File: config.mk
export PLATFORM = sky130hd
export DESIGN_NAME = br_fu
export DESIGN_NICKNAME = d
export VERILOG_FILES = /design/src/rtl/br_fu.sv
export SDC_FILE = /design/constraint.sdc
export NUM_CORES = 1
export LEC_CHECK = 0
export CAP_MARGIN = 15
export CORE_AREA = 2 2 230 232
export CTS_BUF_LIST = sky130_fd_sc_hd__clkbuf_4 sky130_fd_sc_hd__clkbuf_8 sky130_fd_sc_hd__clkbuf_16
export DETAILED_ROUTE_END_ITERATION = 8
export DIE_AREA = 0 0 232 234
export DONT_BUFFER_PORTS = 1
export HOLD_SLACK_MARGIN = 0.15
export PLACE_DENSITY = 0.73
export SLEW_MARGIN = 15
export SYNTH_ARGS = -nofsm -noshare
export SYNTH_HDL_FRONTEND = slang
export SYNTH_SLANG_ARGS = --single-unit
export TNS_END_PERCENT = 100
File: constraint.sdc
create_clock -name clock -period 4.7 [get_ports clock]
set_input_delay 0.47 -clock clock [delete_from_list [all_inputs] [get_ports clock]]
set_output_delay 0.47 -clock clock [all_outputs]
set_load 0.03 [all_outputs]
File: src/rtl/br_fu.sv
// Branch execution unit, one superscalar lane.
// Two-stage pipeline: S1 captures the issued branch and evaluates it, S2 registers the
// resolution record consumed by the branch predictor. S1 entries younger than an incoming
// rollback are dropped before they reach S2.
// Optional build macro BR_FU_STATS_EN adds saturating resolution/mispredict counters.
module br_fu #(
  parameter int unsigned NUM_ROB = 32,
  parameter int unsigned NUM_FL  = 32,
  parameter int unsigned NUM_LSQ = 8,
  localparam int unsigned RobW   = $clog2(NUM_ROB),
  localparam int unsigned FlW    = $clog2(NUM_FL),
  localparam int unsigned LsqW   = $clog2(NUM_LSQ)
) (
  input  logic            clock,
  input  logic            reset,
  input  logic            issue_valid,
  output logic            issue_ready,
  input  logic [5:0]      issue_opcode,
  input  logic [20:0]     issue_disp,
  input  logic [63:0]     issue_ra_val,
  input  logic [63:0]     issue_rb_val,
  input  logic [63:0]     issue_NPC,
  input  logic [63:0]     issue_pred,
  input  logic [RobW-1:0] issue_ROB_idx,
  input  logic [FlW-1:0]  issue_FL_idx,
  input  logic [LsqW-1:0] issue_SQ_idx,
  input  logic [LsqW-1:0] issue_LQ_idx,
  input  logic            rollback_en,
  input  logic [RobW-1:0] ROB_rollback_idx,
  input  logic [RobW-1:0] ROB_tail_idx,
  output logic            out_done,
  output logic            out_take_branch,
  output logic [63:0]     out_target,
  output logic [63:0]     out_target_PC,
  output logic [63:0]     out_NPC,
  output logic [63:0]     out_link,
  output logic [RobW-1:0] out_ROB_idx,
  output logic [FlW-1:0]  out_FL_idx,
  output logic [LsqW-1:0] out_SQ_idx,
  output logic [LsqW-1:0] out_LQ_idx
`ifdef BR_FU_STATS_EN
  ,
  output logic [31:0]     stat_resolved,
  output logic [31:0]     stat_mispredict
`endif
);

  // Alpha branch-format opcodes (IR[31:26])
  localparam logic [5:0] OpJsr  = 6'h1A;
  localparam logic [5:0] OpBr   = 6'h30;
  localparam logic [5:0] OpBsr  = 6'h34;
  localparam logic [5:0] OpBlbc = 6'h38;
  localparam logic [5:0] OpBeq  = 6'h39;
  localparam logic [5:0] OpBlt  = 6'h3A;
  localparam logic [5:0] OpBle  = 6'h3B;
  localparam logic [5:0] OpBlbs = 6'h3C;
  localparam logic [5:0] OpBne  = 6'h3D;
  localparam logic [5:0] OpBge  = 6'h3E;
  localparam logic [5:0] OpBgt  = 6'h3F;

  typedef struct packed {
    logic [5:0]      opcode;
    logic [20:0]     disp;
    logic [63:0]     ra;
    logic [63:0]     rb;
    logic [63:0]     npc;
    logic [63:0]     pred;
    logic [RobW-1:0] rob;
    logic [FlW-1:0]  fl;
    logic [LsqW-1:0] sq;
    logic [LsqW-1:0] lq;
  } s1_t;

  logic        s1_valid_q;
  s1_t         s1_q;
  logic        accept;
  logic        squash;
  logic        advance;
  logic [RobW-1:0] age_s1;
  logic [RobW-1:0] age_rb;
  logic        take;
  logic [63:0] pc_rel_dest;
  logic [63:0] jsr_dest;
  logic [63:0] dest;
  logic [63:0] link;
  logic [63:0] target_pc;
  logic        ra_zero;
  logic        ra_neg;

  assign issue_ready = ~rollback_en;
  assign accept      = issue_valid & issue_ready;

  // Ages are distances back from the tail, wrapping at NUM_ROB; a smaller age is younger.
  assign age_s1  = ROB_tail_idx - s1_q.rob;
  assign age_rb  = ROB_tail_idx - ROB_rollback_idx;
  assign squash  = rollback_en & (age_s1 < age_rb);
  assign advance = s1_valid_q & ~squash;

  // S1 capture of the accepted issue
  always_ff @(posedge clock or negedge reset) begin
    if (!reset) begin
      s1_valid_q <= 1'b0;
      s1_q       <= '0;
    end else begin
      s1_valid_q <= accept;
      if (accept) begin
        s1_q <= '{opcode: issue_opcode, disp: issue_disp, ra: issue_ra_val,
                  rb: issue_rb_val, npc: issue_NPC, pred: issue_pred,
                  rob: issue_ROB_idx, fl: issue_FL_idx, sq: issue_SQ_idx,
                  lq: issue_LQ_idx};
      end
    end
  end

  assign ra_zero     = (s1_q.ra == 64'd0);
  assign ra_neg      = s1_q.ra[63];
  assign pc_rel_dest = s1_q.npc + {{41{s1_q.disp[20]}}, s1_q.disp, 2'b00};
  assign jsr_dest    = s1_q.rb & ~64'h3;

  // Branch direction, destination and link value from the S1 entry
  always_comb begin
    take = 1'b0;
    dest = pc_rel_dest;
    link = 64'd0;
    case (s1_q.opcode)
      OpBr, OpBsr: begin
        take = 1'b1;
        link = s1_q.npc;
      end
      OpJsr: begin
        take = 1'b1;
        dest = jsr_dest;
        link = s1_q.npc;
      end
      OpBlbc:  take = ~s1_q.ra[0];
      OpBeq:   take = ra_zero;
      OpBlt:   take = ra_neg;
      OpBle:   take = ra_neg | ra_zero;
      OpBlbs:  take = s1_q.ra[0];
      OpBne:   take = ~ra_zero;
      OpBge:   take = ~ra_neg;
      OpBgt:   take = ~ra_neg & ~ra_zero;
      default: take = 1'b0;
    endcase
    target_pc = take ? dest : s1_q.npc;
  end

  // S2 output register; idle cycles present an all-zero record
  always_ff @(posedge clock or negedge reset) begin
    if (!reset) begin
      out_done        <= 1'b0;
      out_take_branch <= 1'b0;
      out_target      <= 64'd0;
      out_target_PC   <= 64'd0;
      out_NPC         <= 64'd0;
      out_link        <= 64'd0;
      out_ROB_idx     <= '0;
      out_FL_idx      <= '0;
      out_SQ_idx      <= '0;
      out_LQ_idx      <= '0;
    end else if (advance) begin
      out_done        <= 1'b1;
      out_take_branch <= take;
      out_target      <= s1_q.pred;
      out_target_PC   <= target_pc;
      out_NPC         <= s1_q.npc;
      out_link        <= link;
      out_ROB_idx     <= s1_q.rob;
      out_FL_idx      <= s1_q.fl;
      out_SQ_idx      <= s1_q.sq;
      out_LQ_idx      <= s1_q.lq;
    end else begin
      out_done        <= 1'b0;
      out_take_branch <= 1'b0;
      out_target      <= 64'd0;
      out_target_PC   <= 64'd0;
      out_NPC         <= 64'd0;
      out_link        <= 64'd0;
      out_ROB_idx     <= '0;
      out_FL_idx      <= '0;
      out_SQ_idx      <= '0;
      out_LQ_idx      <= '0;
    end
  end

`ifdef BR_FU_STATS_EN
  // Saturating counters over presented resolutions
  always_ff @(posedge clock or negedge reset) begin
    if (!reset) begin
      stat_resolved   <= 32'd0;
      stat_mispredict <= 32'd0;
    end else if (out_done) begin
      if (stat_resolved != 32'hFFFF_FFFF) begin
        stat_resolved <= stat_resolved + 32'd1;
      end
      if ((out_target != out_target_PC) && (stat_mispredict != 32'hFFFF_FFFF)) begin
        stat_mispredict <= stat_mispredict + 32'd1;
      end
    end
  end
`endif

endmodule

==> flow_metrics.tcl <==
set metrics [dict create \
    synth-edff-count 0 \
    viasPerCell 5.962 \
    layout_setup_ws_ns 0.4477 \
    cts_resized 0 \
    ys_seq_area_share_pct 57.03 \
    cts_max_level 2 \
    io_pins 588 \
    dp_slack_ns 0.8796 \
    synth.top_cell.area_share_pct 57.03 \
    ys_seq_elements 572 \
    gp_congestion 0.9687 \
    clock_skew_ns 0.01880 \
    initial_core_util_pct 48.25 \
    hold_viol_final 396 \
    setup_violations 0 \
    critPathMaxStageDelay_ns 1.06 \
    yosysUniqueCellTypes 72 \
    grt_pass1_wl_um 112000 \
    fin_setup_tns_ns 0 \
    path_cells "ha_1, o21ai_0, o21bai_1, and3b_1, o21ai_0, a2111oi_0, nor2_1, o21ai_1, a21oi_1, xnor2_1, o21ai_0" \
    routed_wl_um 74340 \
    worst_pin_slew_ns 2.094 \
    synthCells 2078 \
    numCtsBuffers 56 \
    syn_to_final_growth_pct 21.44 \
    drt_pre_antenna_iters 6 \
    fin_util_pct 58.59 \
    slew_headroom_pct -39.61 \
    worst-setup-path-type "reg2reg" \
    worstPathRequired_ns 5.16 \
    wire_per_inst_um 24.36 \
    status "complete, but fails checks" \
    critPathSlowestCell "a2111oi_0" \
    worst_path_dominant_cell_family "compound AO/OA/AOI/OAI gates" \
    drtIter0Drc 1223 \
    syn_nets 2467 \
    fmax_mhz 235.2 \
    fin_crit_ns 4.252 \
    synth_warnings 0 \
    grt_pass1_vias 18619 \
    critical_path.startpoint_type "flop" \
    rsz0062_at_grt "no" \
    num-fill-cells 3899 \
    hp-class "in2async" \
    finalCritPeriodShare_pct 90.47 \
    timing.critical_path.mode_cell "o21ai_0" \
    synthesis.area_um2 25100 \
    synth_ff_type "dfrtp_1" \
    syn_avg_cell_area_um2 12.08 \
    antenna_found_initial 3 \
    rows 84 \
    timing.max_cap.violations 0 \
    dr_total_vias 18190 \
    multi_input_area_um2 10070 \
    drive_above_1_share_pct 18.65 \
    async_reset_ff_share_pct 100.0 \
    synth_area_leader_cell "dfrtp_1" \
    holdBufCountCts 297 \
    synth_area_leaders "dfrtp_1, mux2_2, and3_1" \
    grt_max_degree 573 \
    ir_worst_vdd_mv 0.4142 \
    drv_slew 277 \
    seqCellArea_um2 14320 \
    clock_path_buffers 3 \
    layout.nets 2706 \
    grt.total_usage_pct 26.79 \
    end_kind "flop" \
    drc 0 \
    path_buf_inv 0 \
    cts.clk_slew.worst_paths_ns 0.06 \
    clk_latency_ns 0.60 \
    powerDensity_nw_per_um2 461.8 \
    grt-ovfl-total 0 \
    place.port_buffers 0 \
    hpwl_um 47580 \
    post-cts-setup-buffers 0 \
    fp.dieW_um 232 \
    core_area_um2 52020 \
    leakagePower_nw 14.29 \
    die_h_um 234 \
    die_area_um2 54290 \
    violations "hold timing, slew limit" \
    cts.sinks 572 \
    clockRootBuffer "clkbuf_16" \
    cp_max_fo 6 \
    tritoncts "yes" \
    hold-worst-slack_ns -0.4125 \
    final_antenna_net_count 0 \
    arrival_ns 4.71 \
]
-- worst paths after layout --
check / start / endpoint / slack (ns) / depth (start not counted)
max in group asynchronous: reset / s1_valid_q$_DFF_PN0_ / 3.23 / 0
setup / recovery: s1_q[87]$_DFFE_PN0P_ / out_target_PC[39]$_DFF_PN0_ / 0.45 / 11
setup reg to reg: s1_q[87]$_DFFE_PN0P_ / out_target_PC[39]$_DFF_PN0_ / 0.45 / 11
hold / removal: reset / out_link[33]$_DFF_PN0_ / -0.41 / 0
min in group clock: rollback_en / s1_q[60]$_DFFE_PN0P_ / 0.33 / 2
hold reg to reg: s1_q[6]$_DFFE_PN0P_ / s1_q[6]$_DFFE_PN0P_ / 0.50 / 1
-- cells in the final DEF, fill, tap and decap left out, types with 25 or more instances in the layout --
master           n
and3_1         215
nand4_1         28
a21oi_1        110
nor2_1          72
nand2_1        123
ha_1            73
nand3_1         25
o21ai_0         85
clkbuf_16       57
xnor2_1         37
dlygate4sd3_1  297
mux2_2         292
inv_1           33
dfrtp_1        570
a21o_1          38
-- report_power, final --
group / total [W] / leakage (nW) / switching (W) / internal, W
clock network: 0.00460 / 0.952 / 0.00189 / 0.00271
logic: 0.00317 / 6.09 / 0.00178 / 0.00139
registers: 0.00631 / 7.25 / 0.000837 / 0.00547
-- flip-flops by register name, summed over array words and instances, names as in the netlist --
name             count
s1_q               234
out_FL_idx           5
out_take_branch      1
out_target_PC       64
out_LQ_idx           3
out_NPC             64
out_ROB_idx          5
jsr_dest            62
ra_neg               1
out_SQ_idx           3
out_target          64
out_link            64
s1_valid_q           1
out_done             1
-- synth_stat cells (34+ instances only) --
cell type    n
mux2_2     292
o21ai_0     85
inv_1       34
a21o_1      38
a21oi_1    110
nand2_1    124
dfrtp_1    572
nor2_1      72
xnor2_1     37
ha_1        73
and3_1     215
clkbuf_1   108
-- through the flow --
step | std cells | cell area (µm²) | total power, W
after floorplan | 2078 | 25100 | 0.008433
after global placement | 2650 | 25610 | 0.009136
after detailed placement | 2650 | 25610 | 0.009238
after CTS | 3047 | 30470 | 0.01402
after global routing | 3050 | 30480 | 0.01467
final | 3051 | 30480 | 0.01408
-- worst register-to-register path, stage by stage, from the launching register on --
cell and delay [ns]:
dfrtp_1 0.45, ha_1 0.43, o21ai_0 0.16, o21bai_1 0.34, and3b_1 0.24, o21ai_0 0.19
a2111oi_0 1.06, nor2_1 0.30, o21ai_1 0.42, a21oi_1 0.14, xnor2_1 0.25, o21ai_0 0.15
-- area by class of cell --
class / instances / share of cell area [%]
Sequential cell: 572 / 46.97
Antenna cell: 4 / 0.03284
Multi-Input combinational cell: 1335 / 33.05
Clock buffer: 85 / 5.595
Timing Repair Buffer: 318 / 10.52
Inverter: 34 / 0.4228
Clock inverter: 15 / 0.5911
Tap cell: 688 / 2.824
-- metal layers --
metal,wire length [µm],up-vias,GRT usage [%]
met5,0,-,0
met4,2849,0,10.06
met3,5110,172,5.460
met2,37760,796,46.15
met1,28620,9259,33.38
li1,-,7963,-
-- cells by family after synthesis --
group	after synthesis	share of synthesized area (%)
AOI/OAI and AO/OA	370	9.471
xor gates and xnor gates	57	1.989
adders and majority gates	76	3.878
buffers and inverters	171	3.021
DFF	572	57.03
muxes	296	13.26
and+or+nand+nor	536	11.36
Note: power is estimated with default switching activity, not from simulation.
